--- config.mk ---
export PLATFORM = sky130hd
export DESIGN_NAME = alu_ctrl_seq
export DESIGN_NICKNAME = d
export VERILOG_FILES = /design/src/rtl/alu_ctrl_seq.sv
export SDC_FILE = /design/constraint.sdc
export NUM_CORES = 1
export LEC_CHECK = 0
export CAP_MARGIN = 20
export CORE_MARGIN = 8
export CORE_UTILIZATION = 30
export CTS_BUF_LIST = sky130_fd_sc_hd__clkbuf_2 sky130_fd_sc_hd__clkbuf_4 sky130_fd_sc_hd__clkbuf_8
export CTS_CLUSTER_DIAMETER = 100
export CTS_CLUSTER_SIZE = 20
export DETAILED_ROUTE_END_ITERATION = 12
export GPL_ROUTABILITY_DRIVEN = 0
export GPL_TIMING_DRIVEN = 0
export PLACE_DENSITY_LB_ADDON = 0.2
export SLEW_MARGIN = 30
export SYNTH_ARGS = -nofsm -noshare
export SYNTH_HDL_FRONTEND = slang
export SYNTH_SLANG_ARGS = --single-unit
--- constraint.sdc ---
create_clock -name clk -period 2.55 [get_ports clk]
set_input_delay 0.51 -clock clk [delete_from_list [all_inputs] [get_ports clk]]
set_output_delay 0.51 -clock clk [all_outputs]
set_load 0.05 [all_outputs]
--- src/rtl/alu_ctrl_seq.sv ---
// rtl/alu_ctrl_seq.sv - registered ALU control decode with valid/ready handshake and multi-cycle MUL/DIV sequencing
// Optional feature macro: ALUCTRL_UNSIGNED_EN (adds ADDU/SUBU funct decode)
module alu_ctrl_seq #(
    parameter int unsigned MUL_LAT  = 4,
    parameter int unsigned DIV_LAT  = 16,
    parameter logic [3:0]  RTYPE_OP = 4'b1111
) (
    input  logic       clk,
    input  logic       rst_n,
    input  logic       in_valid,
    output logic       in_ready,
    input  logic [3:0] ALUop,
    input  logic [5:0] FuncCode,
    output logic       out_valid,
    input  logic       out_ready,
    output logic [3:0] ALUCtrl,
    output logic       illegal,
    output logic       busy,
    output logic       alu_start
);

    localparam logic [3:0] C_ADD  = 4'b0010;
    localparam logic [3:0] C_SUB  = 4'b0110;
    localparam logic [3:0] C_AND  = 4'b0000;
    localparam logic [3:0] C_OR   = 4'b0001;
    localparam logic [3:0] C_NOR  = 4'b1100;
    localparam logic [3:0] C_SLT  = 4'b0111;
    localparam logic [3:0] C_MUL  = 4'b1000;
    localparam logic [3:0] C_DIV  = 4'b1001;
    localparam logic [3:0] C_NOP  = 4'b1111;
`ifdef ALUCTRL_UNSIGNED_EN
    localparam logic [3:0] C_ADDU = 4'b0011;
    localparam logic [3:0] C_SUBU = 4'b0100;
`endif

    localparam logic [7:0] MUL_LAT8 = 8'(MUL_LAT);
    localparam logic [7:0] DIV_LAT8 = 8'(DIV_LAT);

    // An 8-bit countdown only stays correct for latencies 1..255.
    generate
        if (MUL_LAT < 1 || MUL_LAT > 255) begin : g_bad_mul_lat
            $error("MUL_LAT must be in 1..255");
        end
        if (DIV_LAT < 1 || DIV_LAT > 255) begin : g_bad_div_lat
            $error("DIV_LAT must be in 1..255");
        end
    endgenerate

    typedef enum logic [1:0] {
        IDLE  = 2'd0,
        MULTI = 2'd1,
        OUT   = 2'd2
    } state_t;

    state_t     state;
    logic [7:0] cnt;

    logic [3:0] dec_ctrl;
    logic       dec_ill;
    logic       dec_multi;
    logic [7:0] dec_lat;
    logic       accept;

    always_comb begin
        dec_ctrl  = ALUop;
        dec_ill   = 1'b0;
        dec_multi = 1'b0;
        dec_lat   = 8'd1;
        if (ALUop == RTYPE_OP) begin
            case (FuncCode)
                6'b100000: dec_ctrl = C_ADD;
                6'b100010: dec_ctrl = C_SUB;
                6'b100100: dec_ctrl = C_AND;
                6'b100101: dec_ctrl = C_OR;
                6'b100111: dec_ctrl = C_NOR;
                6'b101010: dec_ctrl = C_SLT;
                6'b000000: dec_ctrl = C_NOP;
                6'b011000: begin
                    dec_ctrl  = C_MUL;
                    dec_multi = 1'b1;
                    dec_lat   = MUL_LAT8;
                end
                6'b011010: begin
                    dec_ctrl  = C_DIV;
                    dec_multi = 1'b1;
                    dec_lat   = DIV_LAT8;
                end
`ifdef ALUCTRL_UNSIGNED_EN
                6'b100001: dec_ctrl = C_ADDU;
                6'b100011: dec_ctrl = C_SUBU;
`endif
                default: begin
                    dec_ctrl = C_NOP;
                    dec_ill  = 1'b1;
                end
            endcase
        end
    end

    // A consumer taking the output frees the slot in the same cycle.
    assign in_ready = (state == IDLE) || (state == OUT && out_ready);
    assign accept   = in_valid && in_ready;

    always_ff @(posedge clk or negedge rst_n) begin
        if (!rst_n) begin
            state     <= IDLE;
            cnt       <= 8'd0;
            out_valid <= 1'b0;
            ALUCtrl   <= C_NOP;
            illegal   <= 1'b0;
            busy      <= 1'b0;
            alu_start <= 1'b0;
        end else begin
            alu_start <= 1'b0;
            if (accept) begin
                ALUCtrl   <= dec_ctrl;
                illegal   <= dec_ill;
                alu_start <= dec_multi;
                if (dec_lat > 8'd1) begin
                    state     <= MULTI;
                    cnt       <= dec_lat - 8'd1;
                    busy      <= 1'b1;
                    out_valid <= 1'b0;
                end else begin
                    state     <= OUT;
                    busy      <= 1'b0;
                    out_valid <= 1'b1;
                end
            end else begin
                case (state)
                    MULTI: begin
                        cnt <= cnt - 8'd1;
                        if (cnt == 8'd1) begin
                            state     <= OUT;
                            busy      <= 1'b0;
                            out_valid <= 1'b1;
                        end
                    end
                    OUT: begin
                        if (out_ready) begin
                            state     <= IDLE;
                            out_valid <= 1'b0;
                        end
                    end
                    default: ;
                endcase
            end
        end
    end

endmodule

==> results.md, run 1 <==
* CTS tree: done
* Num CTS Buffers at 3
* Per-cell routed wire length at ~15 um
* Worst min-delay path category: reg2reg
* Final core utilization at 40.8%
* Final worst path period need at 2.41 ns
* Number of global-route vias before repair at ~1100
* #FFs+latches synth at 17
* Reg2Reg Depth at 5
* WL final at 3040 um
* DRT iter0 DRCs at 91
* Hold Crit Depth at 1
* Post-synthesis cell type count at between 40 and 50
* Ant diodes at 0
* Reg2Reg Setup Slack at around 0.86 ns
* Peak VDD IR at ~0.24 mV
* R2R Path Start: state[0]$_DFFE_PN0P_
* Max-slew violation count at 0
* # nets final at between 150 and 200
* Routed vias/inst at around 5.3
* First-pass GRT wire length at between 5000 and 6000 um
* Syn Area/Cell at about 9 um2
* Sw Ratio at a little under a third
* Quantity of I/O buffers inserted on ports at 22
* Seq/Total Area, Yosys at between 30% and 40%
* Die area at just over 6000 um2
* Arrival @ worst endpoint at ~2.5 ns
* Total gr overflow at 0
* Least-Margin Pin Slew at a little under 0.8 ns
* Core area at around 3700 um2
* Post-Syn Nets at approximately 140
* Most frequent cells in the layout: clkdlybuf4s50_1, dfrtp_1, nor2_1
* Post-Synthesis Cells at ~130
* CP Data Required Time at 2.67 ns
* # DRC at 0
* Fin Clk Skew at around 0.0046 ns
* Clk Latency, worst-skew pair at 0.26 ns
* Root Buffer Master: clkbuf_8
* Clock Tree Buf Depth at 2
* Sink Count at 17
* Worst setup SP type: input pin
* Clock slew at reported path FFs at approximately 0.070 ns
* Critical Path End Type: flip-flop
* Internal power at 503 uW
* Total GRT Usage at about a tenth
* Crit path from: FuncCode[5]
* Width of the die at approximately 78 um
* RSZ-0062 raised after global routing: false
* Hold Crit Start: busy$_DFFE_PN0P_
* Worst hold slack at 0.500 ns
* # Post-CTS Setup Buffers at 0
* Comb power frac at between 20% and 30%
* Clock power share at between 20% and 30%
* Maxcap violations at 0
* Commonest non-fill, non-tap cell in the layout: clkdlybuf4s50_1
* Row count at 22
* CTS HTree Levels at 1
* Post-Syn Area at approximately 1200 um2
* Status: finished clean
* Worst Path Class, Setup: in2reg
* Slew HR at 46.9%
* Yosys warns at 0
* Initial antenna violation count at 0
* DR vias at between 1000 and 1500
* DRT Pass-1 Iters at 4
* Share of layout cells above drive strength 1 at between 10% and 20%
* Fmax at 415 MHz
* Psw at 236 uW
* I/O Pins at 23
* Register share of total power at a little over two fifths
* Post-DRT Antenna Nets at 0
* P per Cell Area at between 400 and 500 nW/um2
* Total power draw at roughly 740 uW
* Post-CTS Hold Buffers at 0
* P&R area growth vs syn at 30.3%
* Largest net degree at the start of global routing at 18
* Tcrit/Tclk final at between 90 and 100%
* P_leak at roughly 0.00062 uW
* Final Hold Vio Count at 0
* Crit Path Max Fanout at 6
* Die Ht at a little under 80 um
* Detailed Place HPWL at around 2300 um
* Starting Density at 31.3%
* Final number of setup-violating endpoints at 0
* Setup_tns at 0 ns
-- path summary, 6_finish.rpt --
kind                                 endpoint
setup / recovery           cnt[4]$_DFFE_PN0P_
min in group asynchronous  cnt[6]$_DFFE_PN0P_
max in group asynchronous  cnt[3]$_DFFE_PN0P_
hold reg to reg              busy$_DFFE_PN0P_
hold / removal               busy$_DFFE_PN0P_
setup reg to reg           cnt[3]$_DFFE_PN0P_
-- kinds of logic (layout without fill, tap and decap cells) --
kind of cell	count (synthesis)	count (layout)	share of synthesized area [%]
AOI/OAI and AO/OA	34	34	22.5
xor gates and xnor gates	3	3	2.27
adders and majority gates	4	4	4.33
buffers and inverters	13	39	4.65
DFF	17	17	37.2
muxes	5	5	4.44
and+or+nand+nor	50	50	24.6
-- critical path, stage by stage --
cell	delay, ns
dlygate4sd2_1	0.28
nand2b_4	0.16
or3_1	0.34
clkbuf_4	0.17
or3_1	0.31
ha_1	0.22
ha_1	0.27
inv_1	0.04
a21oi_2	0.10
o221ai_1	0.12
-- cell type report --
cell class	count	area, um2
multi-input cells	96	691
repair buffers	22	220
plain buffers	5	26.3
flip-flops and latches	17	430
well taps	48	60.1
clock buffers	4	48.8
inverters	8	30.0
fillers	392	2180
-- per-stage QoR --
step | cell area, um2 | setup WS, ns | instances
2_1_floorplan | 1160 | 0.241 | 126
6_report | 1510 | 0.140 | 200
3_5_place_dp | 1440 | -0.383 | 196
5_1_grt | 1510 | 0.0152 | 200
4_1_cts | 1490 | 0.0271 | 200
3_3_place_gp | 1440 | -0.380 | 196
-- power groups by stage --
stage	clock, uW	sequential, uW	combinational, uW
2_1_floorplan	0	363	84.0
3_3_place_gp	0	322	199
3_5_place_dp	0	323	202
4_1_cts	223	318	202
5_1_grt	237	323	218
6_report	219	318	202
-- sequential cells by signal (all words and copies together), names as in the netlist --
signal	flops
alu_start	1
illegal	1
cnt	8
state	1
busy	1
ALUCtrl	4
out_valid	1
-- routing by layer --
layer	wire, um	part of all wire (%)	vias to the layer above	GRT usage (%)
met1	1370	45	509	13.6
met5	0	0	-	0
met2	1440	48	30	15.4
met3	139	4.6	4	1.71
met4	79	2.6	0	9.07
li1	-	-	526	-
-- synth_stat cells --
cell	instances	share of area, %
o221ai_1	5	3.8
nor4b_1	1	0.76
and2_0	1	0.54
or3_1	4	2.2
nand2b_1	8	4.3
nor4bb_1	1	0.87
a22o_1	1	0.76
or4b_1	2	1.7
a2111oi_0	1	0.76
nand2_1	8	2.6
clkbuf_1	1	0.32
o21ai_1	1	0.43
dfstp_2	4	9.1
a31oi_1	6	3.2
mux2_2	1	0.97
o22ai_1	1	0.54
or4_4	1	0.97
o311ai_1	1	0.76
nand3_1	3	1.3
dfrtp_1	13	28
a211oi_1	1	0.65
a21o_1	2	1.3
a21boi_1	1	0.65
nor2_4	1	0.97
o21ai_0	1	0.43
a2111oi_2	1	1.3
nor3_1	6	2.6
ha_1	4	4.3
a21oi_1	6	2.6
inv_1	7	2.3
o211ai_1	3	1.9
a311oi_2	1	1.3
a31o_1	1	0.76
nand3b_1	1	0.65
nor2b_1	3	1.6
xnor2_1	3	2.3
o221ai_2	1	1.3
nor2_1	9	2.9
buf_2	4	1.7
mux2i_1	4	3.5
nand4_1	1	0.54
inv_2	1	0.32
-- what timing repair did --
| item | in CTS | in global routing |
|---|---|---|
| resized for setup | 5 | 5 |
| pin swaps | 0 | 0 |
| endpoints found under the setup margin | 3 | 4 |
Note: power is estimated with default switching activity, not from simulation.
==> run 2, diff against run 1 <==
Settings changed: SKIP_CTS_REPAIR_TIMING from default to 1, SLEW_MARGIN 30 to default.
==> run 2 against run 1 <==
Sequential share of layout area about the same; clock skew up 0.0016 ns; via count down 0.47%; maximum frequency up 3.4%; cell area about the same; first-iteration DRC count up 35%; sequential power about the same; critical path type unchanged; critical endpoint unchanged; largest cell class unchanged; highest routed layer unchanged.
==> results.md, run 2 (same netlist as run 1, synthesis figures left out) <==
* Num CTS Buffers at 3
* GR Util met3 at around 1.7%
* Core area at 3690 um2
* Slew HR at between 40 and 50%
* # nets final at around 170
* Setup WS post-layout at roughly 0.22 ns
* Tcrit/Tclk final at roughly 91%
* Commonest non-fill, non-tap cell in the layout: clkdlybuf4s50_1
* Initial antenna violation count at 0
* Per-cell routed wire length at around 15 um
* Clk Latency, worst-skew pair at 0.26 ns
* First-pass GRT wire length at around 5200 um
* Max reg flops at 8
* Crit-path cells: dlymetal6s2s_1, nand2b_1, or3_1, buf_2, or3_1, ha_1, ha_1, inv_1, a21oi_1, o221ai_1
* Die area at roughly 6100 um2
* Total gr overflow at 0
* Crit Path Max Fanout at 6
* Ant diodes at 0
* Detailed Place HPWL at around 2300 um
* Fin Clk Skew at about 0.0062 ns
* Worst Path Class, Setup: in2reg
* Register with the most flip-flops: cnt
* Critical Path End Type: flip-flop
* Worst hold slack at approximately 0.5 ns
* Quantity of I/O buffers inserted on ports at 22
* Least-Margin Pin Slew at around 0.79 ns
* Top flop regs: cnt: 8 flops, ALUCtrl: 4 flops
* Largest net degree at the start of global routing at 18
* Slowest CP cell: or3_1
* DR vias at approximately 1100
* I/O Pins at 23
* WL final at between 3000 and 4000 um
* Width of the die at between 70 and 80 um
* Number of global-route vias before repair at roughly 1100
* GRT Max-Usage Layer: met2
* Met1 Resource Use GR at between 10% and 20%
* Post-DRT Antenna Nets at 0
* Layout Cell Area excl Fill at between 1500 and 2000 um2
* Sink Count at 17
* Arrival @ worst endpoint at roughly 2.5 ns
* GR Util met2 at 15.2%
* Root Buffer Master: clkbuf_8
* Clock slew at reported path FFs at approximately 0.070 ns
* DRT Pass-1 Iters at 4
* CP peak stage delay at between 0.3 and 0.4 ns
* CTS HTree Levels at 1
* Max-slew violation count at 0
* Share of layout cells above drive strength 1 at a little over an eighth
* Starting Density at 31.3%
* Final number of setup-violating endpoints at 0
* P_leak at about 0.00064 uW
* Worst path top cell family by delay: simple AND/OR/NAND/NOR gates
* Final worst path period need at 2.33 ns
* DRT iter0 DRCs at 123
* Maxcap violations at 0
* Final Hold Vio Count at 0
* Buf/Inv on CP at 3
* Worst setup SP type: input pin
* Status: finished clean
* Dpl ws at -0.383 ns
* Setup_tns at 0 ns
* Routed vias/inst at ~5.3
* Fmax at between 400 and 500 MHz
* P&R area growth vs syn at 30.4%
* Most frequent cells in the layout: clkdlybuf4s50_1, dfrtp_1, nor2_1
* Peak VDD IR at 0.244 mV
* RSZ-0062 raised after global routing: false
* P per Cell Area at about 490 nW/um2
* Worst min-delay path category: reg2reg
* CTS tree: done
* CP Data Required Time at 2.67 ns
* DP Area at around 1400 um2
* Total GRT Usage at 10.6%
* Clock Tree Buf Depth at 2
* Row count at 22
* Die Ht at 78.1 um
* # DRC at 0
run 2: worst paths after layout:
check	to	slack, ns	cells past startpoint	start
worst min-delay path	busy$_DFFE_PN0P_	0.50	1	busy$_DFFE_PN0P_
max in group asynchronous	cnt[3]$_DFFE_PN0P_	1.34	1	rst_n
worst min register to register	busy$_DFFE_PN0P_	0.50	1	busy$_DFFE_PN0P_
worst max-delay path	cnt[4]$_DFFE_PN0P_	0.22	10	FuncCode[2]
min in group asynchronous	cnt[6]$_DFFE_PN0P_	0.71	1	rst_n
worst max register to register	cnt[3]$_DFFE_PN0P_	0.85	5	state[0]$_DFFE_PN0P_
run 2: metrics by stage:
step	instances	total power, uW	utilization, %
final	200	740	40.9
after global routing	200	777	40.9
after CTS	200	744	40.3
after detailed placement	196	525	38.9
after global placement	196	521	38.9
after floorplan	126	447	-
run 2: layer usage:
layer,routed length (um),vias to the layer above
li1,-,522
met3,161,6
met5,0,-
met2,1400,36
met1,1390,500
met4,100,0
run 2: power breakdown:
part | switching, uW | total (uW) | internal [uW]
Clock | 99.0 | 221 | 122
Combinational | 120 | 202 | 81.5
Sequential | 17.4 | 318 | 301
Total | 236 | 740 | 504
run 2: cell type report:
| type | count | area [um2] |
|---|---|---|
| Sequential cell | 17 | 430 |
| Clock buffer | 4 | 48.8 |
| Inverter | 8 | 30.0 |
| Buffer | 5 | 23.8 |
| Timing Repair Buffer | 22 | 235 |
| Multi-Input combinational cell | 96 | 679 |
| Fill cell | 390 | 2180 |
| Tap cell | 48 | 60.1 |
